==> config.mk <==
export PLATFORM = sky130hd
export DESIGN_NAME = dcache_axi_master
export DESIGN_NICKNAME = d
export VERILOG_FILES = /design/src/rtl/dcache_axi_master_pkg.sv /design/src/rtl/dcache_wstrb_gen.sv /design/src/rtl/dcache_axi_master.sv
export SDC_FILE = /design/constraint.sdc
export NUM_CORES = 1
export LEC_CHECK = 0
export ABC_AREA = 1
export BUFFER_PORTS_ARGS = -buffer_cell sky130_fd_sc_hd__buf_2
export CAP_MARGIN = 10
export CORE_AREA = 3 3 109 111
export DETAILED_ROUTE_END_ITERATION = 8
export DIE_AREA = 0 0 112 114
export GPL_TIMING_DRIVEN = 0
export PLACE_DENSITY = 0.82
export SYNTH_ARGS = -nofsm -noshare
export SYNTH_HDL_FRONTEND = slang
export SYNTH_HIERARCHICAL = 1
export SYNTH_SLANG_ARGS = --single-unit
==> constraint.sdc <==
create_clock -name clk -period 4.56 [get_ports clk]
set_clock_uncertainty 0.15 [all_clocks]
set_input_delay 0.456 -clock clk [delete_from_list [all_inputs] [get_ports clk]]
set_output_delay 0.456 -clock clk [all_outputs]
set_load 0.01 [all_outputs]
==> src/rtl/dcache_axi_master_pkg.sv <==
// -----------------------------------------------------------------------------
// dcache_axi_master_pkg
// Shared definitions for the data-cache AXI bridge:
//   - AXI4 encodings used by the bridge (burst type, beat size, single-beat len)
//   - cache access type codes shared with the L1 data cache
//   - bridge FSM state type
//   - line_align(): byte address -> 16-byte line base
// -----------------------------------------------------------------------------
package dcache_axi_master_pkg;

    // AXI4 encodings
    localparam logic [1:0] BURST_INCR = 2'b01;
    localparam logic [2:0] SIZE_WORD  = 3'b010;
    localparam logic [3:0] LEN_SINGLE = 4'd0;

    // Cache access type codes (shared with the cache and the instruction side)
    localparam logic [2:0] CACHE_BYTE    = 3'd0;
    localparam logic [2:0] CACHE_HWORD   = 3'd1;
    localparam logic [2:0] CACHE_WORD    = 3'd2;
    localparam logic [2:0] CACHE_BYTE_U  = 3'd4;
    localparam logic [2:0] CACHE_HWORD_U = 3'd5;

    // Bridge FSM states
    typedef enum logic [2:0] {
        ST_IDLE = 3'd0,
        ST_AR   = 3'd1,
        ST_R    = 3'd2,
        ST_AW_W = 3'd3,
        ST_B    = 3'd4
    } dcache_state_e;

    // A line is four 32-bit words, so fills always start on a 16-byte boundary.
    function automatic logic [31:0] line_align(input logic [31:0] addr);
        return {addr[31:4], 4'h0};
    endfunction

endpackage

==> src/rtl/dcache_wstrb_gen.sv <==
// -----------------------------------------------------------------------------
// dcache_wstrb_gen
// Combinational store lane placement for a 32-bit AXI write data bus.
// Ports:
//   d_type  in  3   cache access type code (CACHE_*)
//   addr_lo in  2   byte offset within the word
//   data_in in  32  right-aligned store data
//   wstrb   out 4   byte-lane strobes
//   wdata   out 32  store data shifted onto its byte lanes
// -----------------------------------------------------------------------------
module dcache_wstrb_gen
    import dcache_axi_master_pkg::*;
(
    input  logic [2:0]  d_type,
    input  logic [1:0]  addr_lo,
    input  logic [31:0] data_in,
    output logic [3:0]  wstrb,
    output logic [31:0] wdata
);

    always_comb begin
        // Data is shifted by the full byte offset; the strobes select the
        // lanes that actually matter for the access size.
        wdata = data_in << {addr_lo, 3'b000};
        case (d_type)
            CACHE_BYTE, CACHE_BYTE_U:   wstrb = 4'b0001 << addr_lo;
            CACHE_HWORD, CACHE_HWORD_U: wstrb = 4'b0011 << {addr_lo[1], 1'b0};
            CACHE_WORD:                 wstrb = 4'b1111;
            default:                    wstrb = 4'b0000;
        endcase
    end

endmodule

==> src/rtl/dcache_axi_master.sv <==
// -----------------------------------------------------------------------------
// dcache_axi_master
// Bridge from the L1 data cache request interface to an AXI4 master.
// Reads become READ_BEATS-beat INCR line fills; writes become single-beat
// write-through stores. Completion is signalled back to the cache as one-cycle
// D_wait=0 pulses (one per read beat, one per write response).
// Ports:
//   clk, rst                         clock, asynchronous active-high reset
//   D_req/D_addr/D_write/D_in/D_type cache request (sampled in IDLE only)
//   D_out, D_wait                    read beat data, progress strobe (active low)
//   AR*/R*                           AXI read address / read data channels
//   AW*/W*/B*                        AXI write address / data / response channels
// -----------------------------------------------------------------------------
module dcache_axi_master
    import dcache_axi_master_pkg::*;
#(
    parameter logic [3:0] ID_VAL     = 4'd1,
    parameter int         READ_BEATS = 4
)
(
    input  logic        clk,
    input  logic        rst,
    // cache side
    input  logic        D_req,
    input  logic [31:0] D_addr,
    input  logic        D_write,
    input  logic [31:0] D_in,
    input  logic [2:0]  D_type,
    output logic [31:0] D_out,
    output logic        D_wait,
    // read address channel
    output logic [3:0]  ARID,
    output logic [31:0] ARADDR,
    output logic [3:0]  ARLEN,
    output logic [2:0]  ARSIZE,
    output logic [1:0]  ARBURST,
    output logic        ARVALID,
    input  logic        ARREADY,
    // read data channel
    input  logic [3:0]  RID,
    input  logic [31:0] RDATA,
    input  logic [1:0]  RRESP,
    input  logic        RLAST,
    input  logic        RVALID,
    output logic        RREADY,
    // write address channel
    output logic [3:0]  AWID,
    output logic [31:0] AWADDR,
    output logic [3:0]  AWLEN,
    output logic [2:0]  AWSIZE,
    output logic [1:0]  AWBURST,
    output logic        AWVALID,
    input  logic        AWREADY,
    // write data channel
    output logic [31:0] WDATA,
    output logic [3:0]  WSTRB,
    output logic        WLAST,
    output logic        WVALID,
    input  logic        WREADY,
    // write response channel
    input  logic [3:0]  BID,
    input  logic [1:0]  BRESP,
    input  logic        BVALID,
    output logic        BREADY
);

    dcache_state_e state_reg, state_next;
    logic [31:0]   addr_reg, addr_next;
    logic [31:0]   data_reg, data_next;
    logic [2:0]    type_reg, type_next;
    logic          aw_done_reg, aw_done_next;
    logic          w_done_reg, w_done_next;

    logic          in_aw_w;
    logic [3:0]    strb_raw;
    logic [31:0]   wdata_raw;

    // Response IDs and status are deliberately not checked.
    logic          unused_inputs;
    assign unused_inputs = ^{RID, RRESP, BID, BRESP};

    assign in_aw_w = (state_reg == ST_AW_W);

    // ---------------------------------------------------------------- next state
    always_comb begin
        state_next   = state_reg;
        addr_next    = addr_reg;
        data_next    = data_reg;
        type_next    = type_reg;
        aw_done_next = aw_done_reg;
        w_done_next  = w_done_reg;
        case (state_reg)
            ST_IDLE: begin
                if (D_req) begin
                    addr_next    = D_addr;
                    data_next    = D_in;
                    type_next    = D_type;
                    aw_done_next = 1'b0;
                    w_done_next  = 1'b0;
                    state_next   = D_write ? ST_AW_W : ST_AR;
                end
            end
            ST_AR: begin
                if (ARREADY) state_next = ST_R;
            end
            ST_R: begin
                // The slave's RLAST ends the fill; gaps in RVALID just stall.
                if (RVALID && RLAST) state_next = ST_IDLE;
            end
            ST_AW_W: begin
                // The two channels complete independently, possibly together.
                aw_done_next = aw_done_reg | AWREADY;
                w_done_next  = w_done_reg  | WREADY;
                if (aw_done_next && w_done_next) state_next = ST_B;
            end
            ST_B: begin
                if (BVALID) state_next = ST_IDLE;
            end
            default: state_next = ST_IDLE;
        endcase
    end

    // ---------------------------------------------------------------- registers
    always_ff @(posedge clk or posedge rst) begin
        if (rst) begin
            state_reg   <= ST_IDLE;
            addr_reg    <= 32'h0;
            data_reg    <= 32'h0;
            type_reg    <= 3'h0;
            aw_done_reg <= 1'b0;
            w_done_reg  <= 1'b0;
        end else begin
            state_reg   <= state_next;
            addr_reg    <= addr_next;
            data_reg    <= data_next;
            type_reg    <= type_next;
            aw_done_reg <= aw_done_next;
            w_done_reg  <= w_done_next;
        end
    end

    // ---------------------------------------------------------------- read side
    assign ARID    = ID_VAL;
    assign ARADDR  = line_align(addr_reg);
    assign ARLEN   = 4'(READ_BEATS - 1);
    assign ARSIZE  = SIZE_WORD;
    assign ARBURST = BURST_INCR;
    assign ARVALID = (state_reg == ST_AR);
    assign RREADY  = (state_reg == ST_R);
    assign D_out   = (state_reg == ST_R) ? RDATA : 32'h0;

    // ---------------------------------------------------------------- write side
    assign AWID    = ID_VAL;
    assign AWADDR  = addr_reg;
    assign AWLEN   = LEN_SINGLE;
    assign AWSIZE  = SIZE_WORD;
    assign AWBURST = BURST_INCR;
    assign AWVALID = in_aw_w & ~aw_done_reg;
    assign WVALID  = in_aw_w & ~w_done_reg;
    assign WLAST   = 1'b1;
    assign BREADY  = (state_reg == ST_B);

    dcache_wstrb_gen u_wstrb_gen (
        .d_type  (type_reg),
        .addr_lo (addr_reg[1:0]),
        .data_in (data_reg),
        .wstrb   (strb_raw),
        .wdata   (wdata_raw)
    );

    // Lanes are only driven while a store is in progress so the bus rests at 0.
    genvar gi;
    generate
        for (gi = 0; gi < 4; gi++) begin : g_lane
            assign WSTRB[gi]        = in_aw_w & strb_raw[gi];
            assign WDATA[8*gi +: 8] = in_aw_w ? wdata_raw[8*gi +: 8] : 8'h00;
        end
    endgenerate

    // One completion pulse per accepted read beat or write response.
    assign D_wait = ~(((state_reg == ST_R) && RVALID) || ((state_reg == ST_B) && BVALID));

endmodule
==> results.cfg <==
[detailed_routing]
vias = 4886
met1_length_mm = 6.03
drt_first_pass_iters = 5
wire_per_inst_um = 12.6
wl_met2_mm = 6.94
antenna_left = 0
totalWireLength_mm = 14.3
top_layer = met4
drc_errors = 0
drt-initial-drc-count = 223
vias_per_cell = 4.29
wl_met3_mm = 1.10

[floorplanning]
coreArea_um2 = 10900
die-area_um2 = 12800
fp-row-count = 38
die_y_um = 114
die_x_um = 112
io_pins = 286
start_util = 0.423

[outcome]
status = finished clean

[setup_path]
critPathTopFamily = buffers and inverters
r2r_slack_ns = 2.60
crit_end = WDATA[27]
reg2reg_from = state_reg[2]$_DFFE_PP0P_
cp_num_buf_inv = 4
cp.arrival_ns = 1.92
cp_max_fo = 10
cp.depth = 7
setup.worst_path.end_class = output pin
cp-start-kind = flop
slowest_stage = dfrtp_1
path_common_cell = buf_2
worst_r2r_endpoint = data_reg[17]$_DFFE_PP0P_
cpPeakStageDelay_ns = 0.47
worstPathRequired_ns = 3.95
crit_type = reg -> out
reg2reg_depth = 8
critPathLaunch = state_reg[0]$_DFFE_PP0P_
crit_chain = nand2_1 > nor2_1 > inv_1 > buf_2 > buf_2 > nor2_1 > buf_2

[sta]
max_freq_ghz = 0.397
final_min_period_over_clock_period = 0.553
tns_ns = 0
slew_viol_final = 0
slew_headroom = 0.412
min_period_ns = 2.52
setup_viol = 0
tightest_slew_ns = 0.882
hold_violations = 0
rsz0062_at_grt = no

[power]
vdd.ir_drop.worst_mv = 0.326
p_leak_nw = 4.15
power_density_nw_per_um2 = 654
finalPower_w = 0.00414

[grt]
grt_pass1_vias = 4521
antenna_found_initial = 1
grt_start_max_net_pins = 73
grt_pass1_wl_mm = 22.0
grt_overflow = 0
grt_use_total = 0.214

[cts]
cts-buffers-inserted = 9
clk_latency_ns = 0.34
path_clk_slew_ns = 0.08
cts_tree = built
clkSinkCount = 72
h-tree-depth = 3
cts_buffer_depth = 2
cts_setup_buffers = 0
cts_root_buf = clkbuf_8
cts_hold_buf = 0
ctsResizeCount = 0

[placed_design]
dp.cells = 1122
port_buffers = 242
dp_hpwl_mm = 11.1
gp_congestion = 0.901

[final_layout]
nNetsFinal = 1114
synthToLayoutAreaGrowth_pct = 37.3
final.fill_count = 1088
drive_gt1_frac = 0.351
final_cell_mix = nand2_1, buf_2, inv_1
instances_no_fill = 1138
final_common_cell = nand2_1

[yosys]
avgSynthCellArea_um2 = 6.48
syn_inst = 711
yosysTopAreaCellShare = 0.391
ys_seq_area_frac = 0.391
synth_cell_type_count = 19
ys_warn_count = 6
synth_top_cell_by_area = dfrtp_1
synth-seq-cells = 72
synth_area_um2 = 4600
synth.area.top_cells = dfrtp_1, nand2_1, buf_4, inv_1, nor2_1

[worst_hold_path]
worstHoldPathType = in -> async

[job]
drv_cap = 0
-- cell type report --
type	count	area, um2	share of cell area
Tap cell	140	175	0.0277
Inverter	105	399	0.0631
Clock inverter	5	81.3	0.0129
Clock buffer	10	138	0.0218
Sequential cell	72	1800	0.285
Timing Repair Buffer	242	1210	0.192
Antenna cell	1	2.50	0.000396
Buffer	89	617	0.0975
Multi-Input combinational cell	474	1900	0.300
-- power breakdown --
| part | internal (W) | switching [W] |
|---|---|---|
| combinational | 0.000944 | 0.00142 |
| clock | 0.000320 | 0.000247 |
| sequential | 0.000944 | 0.000260 |
-- kinds of logic after synthesis --
logic type,count (synthesis),synth area share
and+or+nand+nor,437,0.379
buffers and inverters,194,0.220
DFF,72,0.391
AOI/OAI and AO/OA,6,0.00761
other,2,0.00163
-- stage by stage --
| stage | util | instance area (um2) | hold slack [ns] | worst slack [ns] |
|---|---|---|---|---|
| finish | 0.581 | 6320 | 0.136 | 2.04 |
| floorplan | - | 4710 | 0.292 | 2.13 |
| detailed placement | 0.560 | 6100 | 0.313 | 2.42 |
| global placement | 0.560 | 6100 | 0.301 | 1.26 |
| global route | 0.581 | 6320 | 0.147 | 1.87 |
| CTS | 0.581 | 6320 | 0.141 | 2.01 |
-- worst min path at each step --
stage                     slack [ns]                      end  depth (start not counted)                     from
final                           0.14   AWADDR[12]$_DFFE_PP0P_                          2                      rst
after global routing            0.15   AWADDR[21]$_DFFE_PP0P_                          3               D_addr[21]
after CTS                       0.14   AWADDR[21]$_DFFE_PP0P_                          3               D_addr[21]
after detailed placement        0.31  type_reg[2]$_DFFE_PP0P_                          2  type_reg[2]$_DFFE_PP0P_
after global placement          0.30    AWADDR[3]$_DFFE_PP0P_                          2    AWADDR[3]$_DFFE_PP0P_
after floorplan                 0.29  type_reg[2]$_DFFE_PP0P_                          2  type_reg[2]$_DFFE_PP0P_
-- synthesized netlist by cell type --
| cell type | instances |
|---|---|
| buf_2 | 10 |
| buf_4 | 63 |
| buf_6 | 3 |
| buf_8 | 1 |
| clkbuf_1 | 12 |
| conb_1 | 2 |
| dfrtp_1 | 72 |
| inv_1 | 100 |
| inv_2 | 4 |
| inv_4 | 1 |
| nand2_1 | 287 |
| nand2_2 | 8 |
| nand3_1 | 43 |
| nand3b_1 | 1 |
| nor2_1 | 96 |
| nor2_8 | 1 |
| nor3_4 | 1 |
| o21ai_0 | 4 |
| o21bai_1 | 2 |
-- routing by layer --
| metal | vias up | global-route usage |
|---|---|---|
| li1 | 2546 | - |
| met1 | 2109 | 0.282 |
| met2 | 215 | 0.357 |
| met3 | 16 | 0.0419 |
| met4 | 0 | 0.0665 |
| met5 | - | 0 |
-- worst register-to-register path: stages, from the launching register on --
cell and delay [ns]:
dfrtp_1 0.43, inv_2 0.09, nand2_1 0.11, nor3_4 0.35, inv_2 0.14, buf_2 0.23, buf_2 0.22, nand2_1 0.09
nand2_1 0.05
Power figures use the tool's default switching activity.
